$ cat src/rtl/ram_copy_master_if.sv
// Port bundle for ram_copy_master: copy request/status plus the RAM-side strobes,
// address and data buses.
interface ram_copy_master_if;
  logic        start;
  logic [15:0] srcAddr;
  logic [15:0] dstAddr;
  logic [15:0] len;
  logic        busy;
  logic        done;
  logic        chipsel;
  logic        readEn;
  logic        writeEn;
  logic [15:0] addrOut;
  logic [7:0]  dataOut;
  logic [7:0]  dataIn;

  modport master (
    input  start, srcAddr, dstAddr, len, dataIn,
    output busy, done, chipsel, readEn, writeEn, addrOut, dataOut
  );

  modport slave (
    output start, srcAddr, dstAddr, len, dataIn,
    input  busy, done, chipsel, readEn, writeEn, addrOut, dataOut
  );
endinterface

$ cat src/rtl/ram_copy_master.sv
// Byte-wise RAM-to-RAM copy engine: read one byte, wait RD_LAT cycles, write it,
// repeat for len bytes in ascending order, then pulse done for one cycle.
module ram_copy_master #(
  parameter int RD_LAT = 1
) (
  input  logic            clk,
  input  logic            rst_n,
  ram_copy_master_if.master bus
);

  typedef enum logic [2:0] {
    IDLE     = 3'd0,
    RD_ISSUE = 3'd1,
    RD_WAIT  = 3'd2,
    WR       = 3'd3,
    DONE     = 3'd4
  } state_t;

  localparam logic [1:0] WAIT_LAST = 2'(RD_LAT - 1);

  state_t      state_r, state_s;
  logic [15:0] src_r, src_s;
  logic [15:0] dst_r, dst_s;
  logic [15:0] len_r, len_s;
  logic [15:0] idx_r, idx_s;
  logic [1:0]  wait_r, wait_s;
  logic [7:0]  data_r, data_s;
  logic [15:0] addr_r, addr_s;
  logic        busy_r, busy_s;
  logic        done_r, done_s;
  logic        cs_r, cs_s;
  logic        rd_r, rd_s;
  logic        wr_r, wr_s;

  // Next-state, captured request and byte index/latency counters.
  always_comb begin
    state_s = state_r;
    src_s   = src_r;
    dst_s   = dst_r;
    len_s   = len_r;
    idx_s   = idx_r;
    wait_s  = wait_r;
    data_s  = data_r;
    case (state_r)
      IDLE: begin
        if (bus.start) begin
          src_s   = bus.srcAddr;
          dst_s   = bus.dstAddr;
          len_s   = bus.len;
          idx_s   = 16'd0;
          state_s = (bus.len != 16'd0) ? RD_ISSUE : DONE;
        end else begin
          state_s = IDLE;
        end
      end
      RD_ISSUE: begin
        wait_s  = 2'd0;
        state_s = RD_WAIT;
      end
      RD_WAIT: begin
        // The write data register doubles as dataOut, so it only changes here.
        if (wait_r == WAIT_LAST) begin
          data_s  = bus.dataIn;
          state_s = WR;
        end else begin
          wait_s  = wait_r + 2'd1;
        end
      end
      WR: begin
        idx_s   = idx_r + 16'd1;
        state_s = ((idx_r + 16'd1) != len_r) ? RD_ISSUE : DONE;
      end
      DONE:    state_s = IDLE;
      default: state_s = IDLE;
    endcase
  end

  // Outputs are decoded from the upcoming state so they can be registered.
  always_comb begin
    busy_s = 1'b0;
    done_s = 1'b0;
    cs_s   = 1'b0;
    rd_s   = 1'b0;
    wr_s   = 1'b0;
    addr_s = addr_r;
    case (state_s)
      RD_ISSUE: begin
        busy_s = 1'b1;
        cs_s   = 1'b1;
        rd_s   = 1'b1;
        addr_s = src_s + idx_s;
      end
      RD_WAIT: begin
        busy_s = 1'b1;
        cs_s   = 1'b1;
      end
      WR: begin
        busy_s = 1'b1;
        cs_s   = 1'b1;
        wr_s   = 1'b1;
        addr_s = dst_s + idx_s;
      end
      DONE:    done_s = 1'b1;
      default: busy_s = 1'b0;
    endcase
  end

  // State, context and output registers.
  always_ff @(posedge clk or negedge rst_n) begin
    if (!rst_n) begin
      state_r <= IDLE;
      src_r   <= 16'h0000;
      dst_r   <= 16'h0000;
      len_r   <= 16'h0000;
      idx_r   <= 16'h0000;
      wait_r  <= 2'd0;
      data_r  <= 8'h00;
      addr_r  <= 16'h0000;
      busy_r  <= 1'b0;
      done_r  <= 1'b0;
      cs_r    <= 1'b0;
      rd_r    <= 1'b0;
      wr_r    <= 1'b0;
    end else begin
      state_r <= state_s;
      src_r   <= src_s;
      dst_r   <= dst_s;
      len_r   <= len_s;
      idx_r   <= idx_s;
      wait_r  <= wait_s;
      data_r  <= data_s;
      addr_r  <= addr_s;
      busy_r  <= busy_s;
      done_r  <= done_s;
      cs_r    <= cs_s;
      rd_r    <= rd_s;
      wr_r    <= wr_s;
    end
  end

  assign bus.busy    = busy_r;
  assign bus.done    = done_r;
  assign bus.chipsel = cs_r;
  assign bus.readEn  = rd_r;
  assign bus.writeEn = wr_r;
  assign bus.addrOut = addr_r;
  assign bus.dataOut = data_r;

endmodule
$ cat src/flat_wrapper.sv
// flat-port wrapper written by rule: the top's interface ports become plain ports
module ram_copy_master_flat 
#(
  parameter int RD_LAT = 1
)
  (clk, rst_n, bus_start, bus_srcAddr, bus_dstAddr, bus_len, bus_dataIn, bus_busy, bus_done, bus_chipsel, bus_readEn, bus_writeEn, bus_addrOut, bus_dataOut);
  ram_copy_master_if bus_i ();
  input  logic clk;
  input  logic rst_n;
  input wire logic [$bits(bus_i.start)-1:0] bus_start;
  input wire logic [$bits(bus_i.srcAddr)-1:0] bus_srcAddr;
  input wire logic [$bits(bus_i.dstAddr)-1:0] bus_dstAddr;
  input wire logic [$bits(bus_i.len)-1:0] bus_len;
  input wire logic [$bits(bus_i.dataIn)-1:0] bus_dataIn;
  output wire logic [$bits(bus_i.busy)-1:0] bus_busy;
  output wire logic [$bits(bus_i.done)-1:0] bus_done;
  output wire logic [$bits(bus_i.chipsel)-1:0] bus_chipsel;
  output wire logic [$bits(bus_i.readEn)-1:0] bus_readEn;
  output wire logic [$bits(bus_i.writeEn)-1:0] bus_writeEn;
  output wire logic [$bits(bus_i.addrOut)-1:0] bus_addrOut;
  output wire logic [$bits(bus_i.dataOut)-1:0] bus_dataOut;
  assign bus_i.start = bus_start;
  assign bus_i.srcAddr = bus_srcAddr;
  assign bus_i.dstAddr = bus_dstAddr;
  assign bus_i.len = bus_len;
  assign bus_i.dataIn = bus_dataIn;
  assign bus_busy = bus_i.busy;
  assign bus_done = bus_i.done;
  assign bus_chipsel = bus_i.chipsel;
  assign bus_readEn = bus_i.readEn;
  assign bus_writeEn = bus_i.writeEn;
  assign bus_addrOut = bus_i.addrOut;
  assign bus_dataOut = bus_i.dataOut;
  ram_copy_master #(.RD_LAT(RD_LAT)) u_core (.clk(clk), .rst_n(rst_n), .bus(bus_i));
endmodule
$ cat config.mk
export PLATFORM = sky130hd
export DESIGN_NAME = ram_copy_master_flat
export DESIGN_NICKNAME = d
export VERILOG_FILES = /design/src/rtl/ram_copy_master_if.sv /design/src/rtl/ram_copy_master.sv /design/src/flat_wrapper.sv
export SDC_FILE = /design/constraint.sdc
export NUM_CORES = 1
export LEC_CHECK = 0
export BUFFER_PORTS_ARGS = -buffer_cell sky130_fd_sc_hd__buf_2
export CELL_PAD_IN_SITES_DETAIL_PLACEMENT = 1
export CELL_PAD_IN_SITES_GLOBAL_PLACEMENT = 1
export CORE_MARGIN = 2
export CORE_UTILIZATION = 38
export CTS_CLUSTER_SIZE = 20
export DETAILED_ROUTE_END_ITERATION = 10
export GPL_ROUTABILITY_DRIVEN = 0
export PLACE_DENSITY_LB_ADDON = 0.1
export SYNTH_ARGS = -nofsm -noshare
export SYNTH_HDL_FRONTEND = slang
export SYNTH_SLANG_ARGS = --single-unit
$ cat constraint.sdc
create_clock -name clk -period 4.4 [get_ports clk]
set_input_delay 0.44 -clock clk [delete_from_list [all_inputs] [get_ports clk]]
set_output_delay 0.44 -clock clk [all_outputs]
set_load 0.02 [all_outputs]
==> out/qor.txt <==
CTS root buf -> clkbuf_16
largest cells by area after synthesis -> dfrtp_1 46%, nand2_1 11%, mux2_2 7.2%, ha_1 4.0%, o21ai_0 3.1%
area of the mapped netlist -> 0.005333 mm^2
Clock Skews -> 9.349 ps
crit path max-delay cell type -> or4b_2
DP Worst Slack -> 177.4 ps
Area Overhead vs Synth -> 17.69%
H-tree depth -> 3
DIE AREA -> 0.01500 mm^2
Power Density -> 730.3 mW/mm^2
CTS tree -> done
Yosys top cell area share -> 45.52%
Die Span X -> 122.5 um
# IOs -> 88
Slew headroom -> 49.89%
sequential fraction of the synthesis area -> 45.52%
DP Cell Count -> 821
# fillers -> 1622
Setup crit start kind -> flip-flop
number of synthesized flops with an enable pin -> 0
Die Ht -> 122.5 um
Max Freq -> 245.8 MHz
Starting Density -> 38.72%
Reg2Reg Depth -> 14
clock buffer count from CTS -> 9
crit path DAT -> 4300 ps
Num Clock Sinks -> 97
1st-pass router iterations -> 4
Sum Neg Setup Slack -> 0 ps
post-route ant nets -> 0
Worst Setup End Kind -> flip-flop
WS Path Type -> reg -> reg
max-slew violations -> 0
grt ovf -> 0
Wirelength per Cell -> 16.31 um
Clock Path Buffers -> 2
Synth Area per Inst -> 9.388 um^2
residual DRC count -> 0
Synth cell types -> 62
status -> finished clean
Worst-path clk slew -> 70 ps
drt initial violations -> 183
Tmin final -> 4068 ps
Ys Warns -> 0
core outline area -> 0.01377 mm^2
CP required -> 4630 ps
Final Util -> 45.57%
R2R Path End -> u_core.bus.addrOut[12]
nets -> 729
Most Frequent Cell on Critical Path -> nand2_1
share of layout cells above drive strength 1 -> 25.72%
Mapped Cells -> 568
slack of the worst reg-to-reg path -> 330 ps
Fin. Hold Viols -> 0
Main synth FF type -> dfrtp_1
maxcap violations -> 0
hpwl dp -> 10400 um
Clock Latency Late Sink -> 350 ps
end of the critical path -> u_core.bus.addrOut[12]
cts hold-fix bufs -> 0
Critical Path Start -> u_core.state_r[2]
vias in the first global route -> 4413
num rows -> 43
postcts setup bufs -> 0
Async S/R FF share, synth -> 100.0%
final cell count without fillers -> 837
Final Cycle Share -> 92.45%
largest net degree at the start of global routing -> 60
Antenna Cells -> 0
Total Wirelength -> 13650 um
Synth Net Count -> 645
routed vias -> 4302
Worst R2R Start -> u_core.state_r[2]
first-pass GRT wire length -> 22450 um
synthesized flop and latch total -> 97
Yosys top cell by area -> dfrtp_1
Via density -> 5.140
Post-CTS Resized -> 0
Worst Max-Slew Pin Slew -> 751.7 ps
hold slack -> 157.3 ps
unrepaired setup endpoints after global routing -> false
crit-path cells -> or4b_2, nand2_1, nand2_1, mux2_2, ha_1, fa_1, a211oi_1, nor2_1, o31a_1, o211a_1, o21ai_1, a21oi_1, xor2_1, mux2_4
largest stage delay on the critical path -> 770 ps
GRT Overall Usage -> 19.49%
# setup viols final -> 0
initial antenna violation count -> 0
Hold WC Path Type -> in -> async
leakage -> 0.003099 uW
input/output buffers -> 87
final worst slack -> 332.2 ps
peak supply drop -> 229.4 uV
Critical Path Fanout Max -> 7
where the power goes:
part           internal (uW)  switching, uW
combinational           1010           1290
clock                    513            333
sequential              1260            179
total                   2790           1800
cell type report:
cell class                 instances  area, um^2  area share [%]
timing repair buffer             100       535.5           8.533
clock inverter                     5       78.83           1.256
clock buffer                      11       242.7           3.868
multi-input combinational        433        2725           43.42
tap                              180       225.2           3.589
sequential                        97        2427           38.68
inverter                          11       41.29          0.6579
logic make-up after synthesis:
| kind of cell | count (synthesis) | share of synthesized area (%) |
|---|---|---|
| AOI/OAI and AO/OA | 91 | 10.93 |
| xor gates and xnor gates | 27 | 4.435 |
| adders and majority gates | 18 | 4.364 |
| buffers and inverters | 38 | 3.590 |
| DFF | 97 | 45.52 |
| muxes | 44 | 9.526 |
| and+or+nand+nor | 253 | 21.63 |
worst min-delay path by stage:
stage                     from                    end  slack [ps]  depth (start not counted)
2_1_floorplan            rst_n  u_core.bus.addrOut[0]         140                          0
3_3_place_gp   u_core.dst_r[7]        u_core.dst_r[7]         450                          2
3_5_place_dp   u_core.dst_r[6]        u_core.dst_r[6]         450                          2
4_1_cts                  rst_n        u_core.dst_r[3]         200                          1
5_1_grt                  rst_n  u_core.bus.dataOut[5]         210                          1
6_report                 rst_n  u_core.bus.dataOut[4]         160                          1
worst max-delay path, delay by kind of cell, from the launching register on:
kind	cells	cell delay [ps]
adder cells (fa/ha/maj)	2	640
flip-flops	1	430
AO/OA/AOI/OAI	5	1100
AND/OR/NAND/NOR	4	1080
multiplexers	2	550
XOR/XNOR	1	150
synthesized netlist by cell type, types with 9 or more instances:
cell / instances
dfrtp_1: 97
a21oi_1: 11
xnor2_1: 14
nand2_1: 162
o21ai_0: 33
o31ai_1: 9
nand3_1: 9
nor2_1: 27
clkbuf_1: 17
inv_1: 11
ha_1: 17
mux2_2: 34
xor2_1: 13
per-stage QoR:
| step | cell area [um^2] | total power [uW] |
|---|---|---|
| floorplan | 5333 | 3124 |
| global placement | 5954 | 3690 |
| detailed placement | 5954 | 3788 |
| CTS | 6276 | 4656 |
| global route | 6276 | 4977 |
| finish | 6276 | 4583 |
registers in the layout, summed over array words and instances (netlist names):
| signal | flops |
|---|---|
| u_core.bus.busy | 1 |
| u_core.bus.writeEn | 1 |
| u_core.bus.dataOut | 8 |
| u_core.dst_r | 16 |
| u_core.bus.addrOut | 16 |
| u_core.len_r | 16 |
| u_core.state_r | 3 |
| u_core.src_r | 16 |
| u_core.bus.readEn | 1 |
| u_core.wait_r | 2 |
| u_core.idx_r | 16 |
| u_core.bus.done | 1 |
placed cells by master (no fill, tap or decap), types with 3 or more instances in the layout:
| master | instances |
|---|---|
| nand2_1 | 162 |
| dfrtp_1 | 97 |
| buf_2 | 86 |
| mux2_2 | 34 |
| o21ai_0 | 32 |
| nor2_1 | 27 |
| ha_1 | 17 |
| xnor2_1 | 14 |
| buf_4 | 14 |
| xor2_1 | 13 |
| inv_1 | 11 |
| a21oi_1 | 11 |
| nand3_1 | 9 |
| o31ai_1 | 9 |
| clkbuf_16 | 9 |
| nand2b_1 | 7 |
| a21o_1 | 7 |
| a31oi_1 | 6 |
| nor4_1 | 6 |
| mux2i_1 | 5 |
| o22ai_1 | 5 |
| mux2_4 | 5 |
| nand4_1 | 4 |
| nor3_1 | 4 |
| or2_2 | 4 |
| or3_1 | 4 |
| o211ai_1 | 4 |
| and4_1 | 3 |
| nor2b_1 | 3 |
routing by layer:
layer / track usage (%) / wire length [um]
met3: 2.602 / 398
met5: 0 / 0
met1: 26.01 / 6495
met2: 31.87 / 6439
met4: 8.261 / 319
Power figures use the tool's default switching activity.
